`config.mk`:
```
export PLATFORM = sky130hd
export DESIGN_NAME = default_slave_write_flat
export DESIGN_NICKNAME = d
export VERILOG_FILES = /design/src/rtl/default_slave_write_if.sv /design/src/rtl/default_slave_write.sv /design/src/flat_wrapper.sv
export SDC_FILE = /design/constraint.sdc
export NUM_CORES = 1
export LEC_CHECK = 0
export ABC_AREA = 1
export BUFFER_PORTS_ARGS = -buffer_cell sky130_fd_sc_hd__buf_2
export CORE_ASPECT_RATIO = 1.1
export CORE_MARGIN = 2
export CORE_UTILIZATION = 50
export DETAILED_ROUTE_END_ITERATION = 8
export HOLD_SLACK_MARGIN = 0.15
export PLACE_DENSITY = 0.82
export SLEW_MARGIN = 20
export SYNTH_ARGS = -nofsm -noshare
export SYNTH_HDL_FRONTEND = slang
export SYNTH_SLANG_ARGS = --single-unit
```
`constraint.sdc`:
```
create_clock -name clk -period 2.6 [get_ports clk]
set_input_delay 0.52 -clock clk [delete_from_list [all_inputs] [get_ports clk]]
set_output_delay 0.52 -clock clk [all_outputs]
set_load 0.01 [all_outputs]
```
`src/rtl/default_slave_write_if.sv`:
```
// Handshake bundle for the default-slave write path: AW, W (control only) and B channels.
interface default_slave_write_if #(
  parameter int unsigned ID_W  = 8,
  parameter int unsigned LEN_W = 4
);
  logic [ID_W-1:0]  AWID_SD;
  logic [LEN_W-1:0] AWLEN_SD;
  logic             AWVALID_SD;
  logic             AWREADY_SD;

  logic             WLAST_SD;
  logic             WVALID_SD;
  logic             WREADY_SD;

  logic [ID_W-1:0]  BID_SD;
  logic [1:0]       BRESP_SD;
  logic             BVALID_SD;
  logic             BREADY_SD;

  modport master (
    output AWID_SD, AWLEN_SD, AWVALID_SD, WLAST_SD, WVALID_SD, BREADY_SD,
    input  AWREADY_SD, WREADY_SD, BID_SD, BRESP_SD, BVALID_SD
  );

  modport slave (
    input  AWID_SD, AWLEN_SD, AWVALID_SD, WLAST_SD, WVALID_SD, BREADY_SD,
    output AWREADY_SD, WREADY_SD, BID_SD, BRESP_SD, BVALID_SD
  );
endinterface

```
`src/rtl/default_slave_write.sv`:
```
// Default slave for unmapped write addresses: swallows one burst and answers DECERR.
// Optional DSW_WLAST_CHECK_EN: end the burst on the AWLEN beat count and flag WLAST mismatches.
module default_slave_write #(
  parameter int unsigned ID_W  = 8,
  parameter int unsigned LEN_W = 4
) (
  input  logic                 clk,
  input  logic                 rst,
  default_slave_write_if.slave sd,
  output logic                 len_err
);

  localparam int unsigned CNT_W  = LEN_W + 1;
  localparam logic [1:0]  DECERR = 2'b11;

  typedef enum logic [1:0] {
    IDLE = 2'd0,
    DATA = 2'd1,
    RESP = 2'd2
  } state_t;

  state_t            state_q,   state_d;
  logic [ID_W-1:0]   id_q,      id_d;
  logic [LEN_W-1:0]  len_q,     len_d;
  logic [CNT_W-1:0]  beat_q,    beat_d;
  logic              awready_q, awready_d;
  logic              wready_q,  wready_d;
  logic              bvalid_q,  bvalid_d;
  logic [ID_W-1:0]   bid_q,     bid_d;
  logic [1:0]        bresp_q,   bresp_d;

  logic              aw_hs_c;
  logic              w_hs_c;
  logic              b_hs_c;
  logic [CNT_W-1:0]  beat_inc_c;
  logic              last_c;

  assign aw_hs_c    = sd.AWVALID_SD & awready_q;
  assign w_hs_c     = sd.WVALID_SD  & wready_q;
  assign b_hs_c     = bvalid_q      & sd.BREADY_SD;
  assign beat_inc_c = beat_q + CNT_W'(1);

`ifdef DSW_WLAST_CHECK_EN
  logic at_len_c;
  logic len_err_q, len_err_d;

  // Counter is one bit wider than AWLEN so a full-length burst never wraps.
  assign at_len_c = (beat_inc_c == ({1'b0, len_q} + CNT_W'(1)));
  assign last_c   = at_len_c;

  // Sticky: any beat whose WLAST disagrees with the expected final beat.
  always_comb begin
    len_err_d = len_err_q;
    if (w_hs_c && (sd.WLAST_SD != at_len_c)) begin
      len_err_d = 1'b1;
    end
  end

  always_ff @(posedge clk or posedge rst) begin
    if (rst) begin
      len_err_q <= 1'b0;
    end else begin
      len_err_q <= len_err_d;
    end
  end

  assign len_err = len_err_q;
`else
  assign last_c  = sd.WLAST_SD;
  assign len_err = 1'b0;
`endif

  // Next-state and registered-output computation.
  always_comb begin
    state_d   = state_q;
    id_d      = id_q;
    len_d     = len_q;
    beat_d    = beat_q;
    awready_d = 1'b0;
    wready_d  = 1'b0;
    bvalid_d  = 1'b0;
    bid_d     = '0;
    bresp_d   = 2'b00;

    unique case (state_q)
      IDLE: begin
        if (aw_hs_c) begin
          id_d    = sd.AWID_SD;
          len_d   = sd.AWLEN_SD;
          beat_d  = '0;
          state_d = DATA;
        end
      end
      DATA: begin
        if (w_hs_c) begin
          beat_d = beat_inc_c;
          if (last_c) begin
            state_d = RESP;
          end
        end
      end
      RESP: begin
        if (b_hs_c) begin
          state_d = IDLE;
        end
      end
      default: begin
        state_d = IDLE;
      end
    endcase

    // Outputs follow the state being entered so they are valid from the first cycle.
    awready_d = (state_d == IDLE);
    wready_d  = (state_d == DATA);
    bvalid_d  = (state_d == RESP);
    if (state_d == RESP) begin
      bid_d   = id_d;
      bresp_d = DECERR;
    end
  end

  always_ff @(posedge clk or posedge rst) begin
    if (rst) begin
      state_q   <= IDLE;
      id_q      <= '0;
      len_q     <= '0;
      beat_q    <= '0;
      awready_q <= 1'b1;
      wready_q  <= 1'b0;
      bvalid_q  <= 1'b0;
      bid_q     <= '0;
      bresp_q   <= 2'b00;
    end else begin
      state_q   <= state_d;
      id_q      <= id_d;
      len_q     <= len_d;
      beat_q    <= beat_d;
      awready_q <= awready_d;
      wready_q  <= wready_d;
      bvalid_q  <= bvalid_d;
      bid_q     <= bid_d;
      bresp_q   <= bresp_d;
    end
  end

  assign sd.AWREADY_SD = awready_q;
  assign sd.WREADY_SD  = wready_q;
  assign sd.BVALID_SD  = bvalid_q;
  assign sd.BID_SD     = bid_q;
  assign sd.BRESP_SD   = bresp_q;

endmodule

```
`src/flat_wrapper.sv`:
```
// flat-port wrapper written by rule: the top's interface ports become plain ports
module default_slave_write_flat 
#(
  parameter int unsigned ID_W  = 8,
  parameter int unsigned LEN_W = 4
)
  (clk, rst, len_err, sd_AWID_SD, sd_AWLEN_SD, sd_AWVALID_SD, sd_WLAST_SD, sd_WVALID_SD, sd_BREADY_SD, sd_AWREADY_SD, sd_WREADY_SD, sd_BID_SD, sd_BRESP_SD, sd_BVALID_SD);
  default_slave_write_if #(.ID_W(ID_W), .LEN_W(LEN_W)) sd_i ();
  input  logic clk;
  input  logic rst;
  output logic len_err;
  input wire logic [$bits(sd_i.AWID_SD)-1:0] sd_AWID_SD;
  input wire logic [$bits(sd_i.AWLEN_SD)-1:0] sd_AWLEN_SD;
  input wire logic [$bits(sd_i.AWVALID_SD)-1:0] sd_AWVALID_SD;
  input wire logic [$bits(sd_i.WLAST_SD)-1:0] sd_WLAST_SD;
  input wire logic [$bits(sd_i.WVALID_SD)-1:0] sd_WVALID_SD;
  input wire logic [$bits(sd_i.BREADY_SD)-1:0] sd_BREADY_SD;
  output wire logic [$bits(sd_i.AWREADY_SD)-1:0] sd_AWREADY_SD;
  output wire logic [$bits(sd_i.WREADY_SD)-1:0] sd_WREADY_SD;
  output wire logic [$bits(sd_i.BID_SD)-1:0] sd_BID_SD;
  output wire logic [$bits(sd_i.BRESP_SD)-1:0] sd_BRESP_SD;
  output wire logic [$bits(sd_i.BVALID_SD)-1:0] sd_BVALID_SD;
  assign sd_i.AWID_SD = sd_AWID_SD;
  assign sd_i.AWLEN_SD = sd_AWLEN_SD;
  assign sd_i.AWVALID_SD = sd_AWVALID_SD;
  assign sd_i.WLAST_SD = sd_WLAST_SD;
  assign sd_i.WVALID_SD = sd_WVALID_SD;
  assign sd_i.BREADY_SD = sd_BREADY_SD;
  assign sd_AWREADY_SD = sd_i.AWREADY_SD;
  assign sd_WREADY_SD = sd_i.WREADY_SD;
  assign sd_BID_SD = sd_i.BID_SD;
  assign sd_BRESP_SD = sd_i.BRESP_SD;
  assign sd_BVALID_SD = sd_i.BVALID_SD;
  default_slave_write #(.ID_W(ID_W), .LEN_W(LEN_W)) u_core (.clk(clk), .rst(rst), .sd(sd_i), .len_err(len_err));
endmodule
```
==> impl_metrics.env <==
export IMPL_status="finished, final reports clean"
export IMPL_drc=0
export IMPL_arrival_ns=0.94
export IMPL_cts_buffers=3
export IMPL_clock_skew_ns=0.00383
export IMPL_setup_tns_ns=0
export IMPL_slew_headroom_pct=49.9
export IMPL_fp_row_count=15
export IMPL_dieArea_um2=2100
export IMPL_setup_violations=0
export IMPL_syn2layout_area_growth_pct=17.7
export IMPL_cp_data_required_time_ns=2.08
export IMPL_netlist_area_um2=876
export IMPL_rr_endpoint="u_core.sd.BID_SD[3]"
export IMPL_antenna_cells=0
export IMPL_crit_family="flip-flops"
export IMPL_cts_sinks=21
export IMPL_core_area_um2=1610
export IMPL_synthTopCellsByCount="nand2_1, dfrtp_1, inv_1"
export IMPL_synth_ff_type="dfrtp_1"
export IMPL_critical_path_peak_fanout=2
export IMPL_initial_core_util_pct=54.3
export IMPL_critical_path_buf_inv_count=1
export IMPL_async_flop_share_pct=100
export IMPL_cts_setup_buffers=0
export IMPL_h_tree_depth=1
export IMPL_powerDensity_nw_per_um2=1080
export IMPL_synth_seq_cells=21
export IMPL_period_minus_slack_ns=1.46
export IMPL_cp_depth=1
export IMPL_peakVddDrop_v=0.000500
export IMPL_synth_cells=96
export IMPL_yosysSeqAreaShare_pct=60.1
export IMPL_clk_latency_ns=0.29
export IMPL_cap_violations=0
export IMPL_worst_pin_slew_ns=0.751
export IMPL_via_per_inst=4.54
export IMPL_root_buffer="clkbuf_4"
export IMPL_fin_total_pwr_uw=1110
export IMPL_hold_path_class="in2async"
export IMPL_die_x_um=43.9
export IMPL_layout_setup_ws_ns=1.14
export IMPL_fmax_ghz=0.684
export IMPL_r2r_start="u_core.state_q[0]"
export IMPL_clockBufferDepth=2
export IMPL_place_gp_congestion=0.724
export IMPL_hold_viol=0
export IMPL_synth_edf_count=0
export IMPL_cpPeakStageDelay_ns=0.54
export IMPL_drive_gt1_share_pct=26.0
export IMPL_worstSetupStartpointType="flip-flop"
export IMPL_num_vias=636
export IMPL_grt_overflow_total=0
export IMPL_port_buffers=26
export IMPL_grt_pass1_vias=583
export IMPL_ant_nets=0
export IMPL_synth_most_common_cell="nand2_1"
export IMPL_grt_max_degree=22
export IMPL_ys_types=13
export IMPL_cts_resized=0
export IMPL_yosys_top_cells_area="dfrtp_1, nand2_1, inv_1"
export IMPL_postCtsHoldBufs=0
export IMPL_yosys_warnings=0
export IMPL_drt_first_iter_violations=7
export IMPL_worst_setup_path_end_kind="output port"
export IMPL_power_leakage_uw=0.000644
export IMPL_antenna_found_initial=0
export IMPL_pre_cts_slack_ns=1.09
export IMPL_syn_area_per_cell_um2=9.12
export IMPL_num_io_pins=32
export IMPL_grt_pass1_wl_um=2280
export IMPL_syn_num_nets=114
export IMPL_rsz0062_at_grt="no"
export IMPL_yosys_area_top_type="dfrtp_1"
export IMPL_reg2reg_setup_slack_ns=1.36
export IMPL_r2r_cells=5
export IMPL_worstPathCellList="buf_2"
export IMPL_worst_setup_path_type="reg2out"
export IMPL_fin_nets=142
export IMPL_routed_wl_um=1460
export IMPL_cts_tree="yes"
export IMPL_grt_use_total_pct=16.2
export IMPL_place_hpwl_um=1040
export IMPL_clkTransAtPathRegs_ns=0.10
export IMPL_wl_per_cell_um=10.4
export IMPL_yosysTopAreaCellShare_pct=57.1
export IMPL_first_pass_iters=4
export IMPL_timing_final_crit_share_pct=56.2
export IMPL_critPathSlowestCell="dfstp_2"
export IMPL_chipHeight_um=47.9
export IMPL_drv_slew=0
-- layer usage --
metal / up-vias / share of wire (%) / global-route usage (%)
met1: 274 / 42 / 15.7
met3: 4 / 5.7 / 2.64
met5: - / 0 / 0
met4: 0 / 3.4 / 17.6
li1: 336 / - / -
met2: 22 / 49 / 28.5
-- cells in the final DEF (no fill, tap or decap) --
cell type	Yosys	layout
clkbuf_4	0	3
nand2_1	27	27
nand2_4	1	1
nor2_4	1	1
inv_1	19	19
clkbuf_1	0	1
nand3b_1	9	9
nand3_1	2	2
nor2_1	9	9
clkinv_1	1	1
conb_1	1	1
dfrtp_1	20	20
nand4_1	2	2
dfstp_2	1	1
buf_2	0	26
-- through the flow --
step,area (µm²),utilization [%],std cells,hold WS [ns]
6_report,1030,63.9,140,0.341
3_5_place_dp,1000,62.2,136,0.522
3_3_place_gp,1000,62.2,136,0.517
2_1_floorplan,876,-,96,0.496
5_1_grt,1030,63.9,140,0.402
4_1_cts,1030,63.9,140,0.353
-- worst max-delay path by stage --
stage | endpoint | slack, ns | start
final | sd_AWREADY_SD | 1.14 | u_core.sd.AWREADY_SD
after global routing | sd_AWREADY_SD | 1.10 | u_core.sd.AWREADY_SD
after global placement | u_core.sd.BID_SD[7] | 1.12 | sd_AWVALID_SD
after detailed placement | u_core.sd.BID_SD[3] | 1.09 | sd_AWVALID_SD
after CTS | sd_AWREADY_SD | 1.12 | u_core.sd.AWREADY_SD
after floorplan | u_core.sd.BID_SD[0] | 1.41 | sd_AWVALID_SD
-- flip-flops by register name, summed over array words and instances, names as in the netlist --
name,count
u_core.id_q,8
u_core.sd.AWREADY_SD,1
u_core.sd.BRESP_SD,1
u_core.sd.BID_SD,8
u_core.sd.WREADY_SD,1
u_core.state_q,2
-- logic make-up (layout without fill, tap and decap cells) --
logic type / count (synthesis) / after routing / synth area share [%]
buffers and inverters: 23 / 50 / 11.1
flip-flops: 21 / 21 / 60.1
other: 1 / 1 / 0.428
AND/OR/NAND/NOR: 51 / 51 / 28.3
-- power by group --
group / internal [µW] / switching (µW) / total [µW]
clock network: 59.6 / 86.6 / 146
registers: 468 / 64.0 / 532
logic: 155 / 278 / 432
-- area by class of cell --
cell class              instances  area, µm²
repair buffers                 26        130
clock buffers                   4       26.3
well taps                      17       21.3
multi-input cells              52        251
fillers                       145        583
flip-flops and latches         21        527
inverters                      20       75.1
Power figures use the tool's default switching activity.
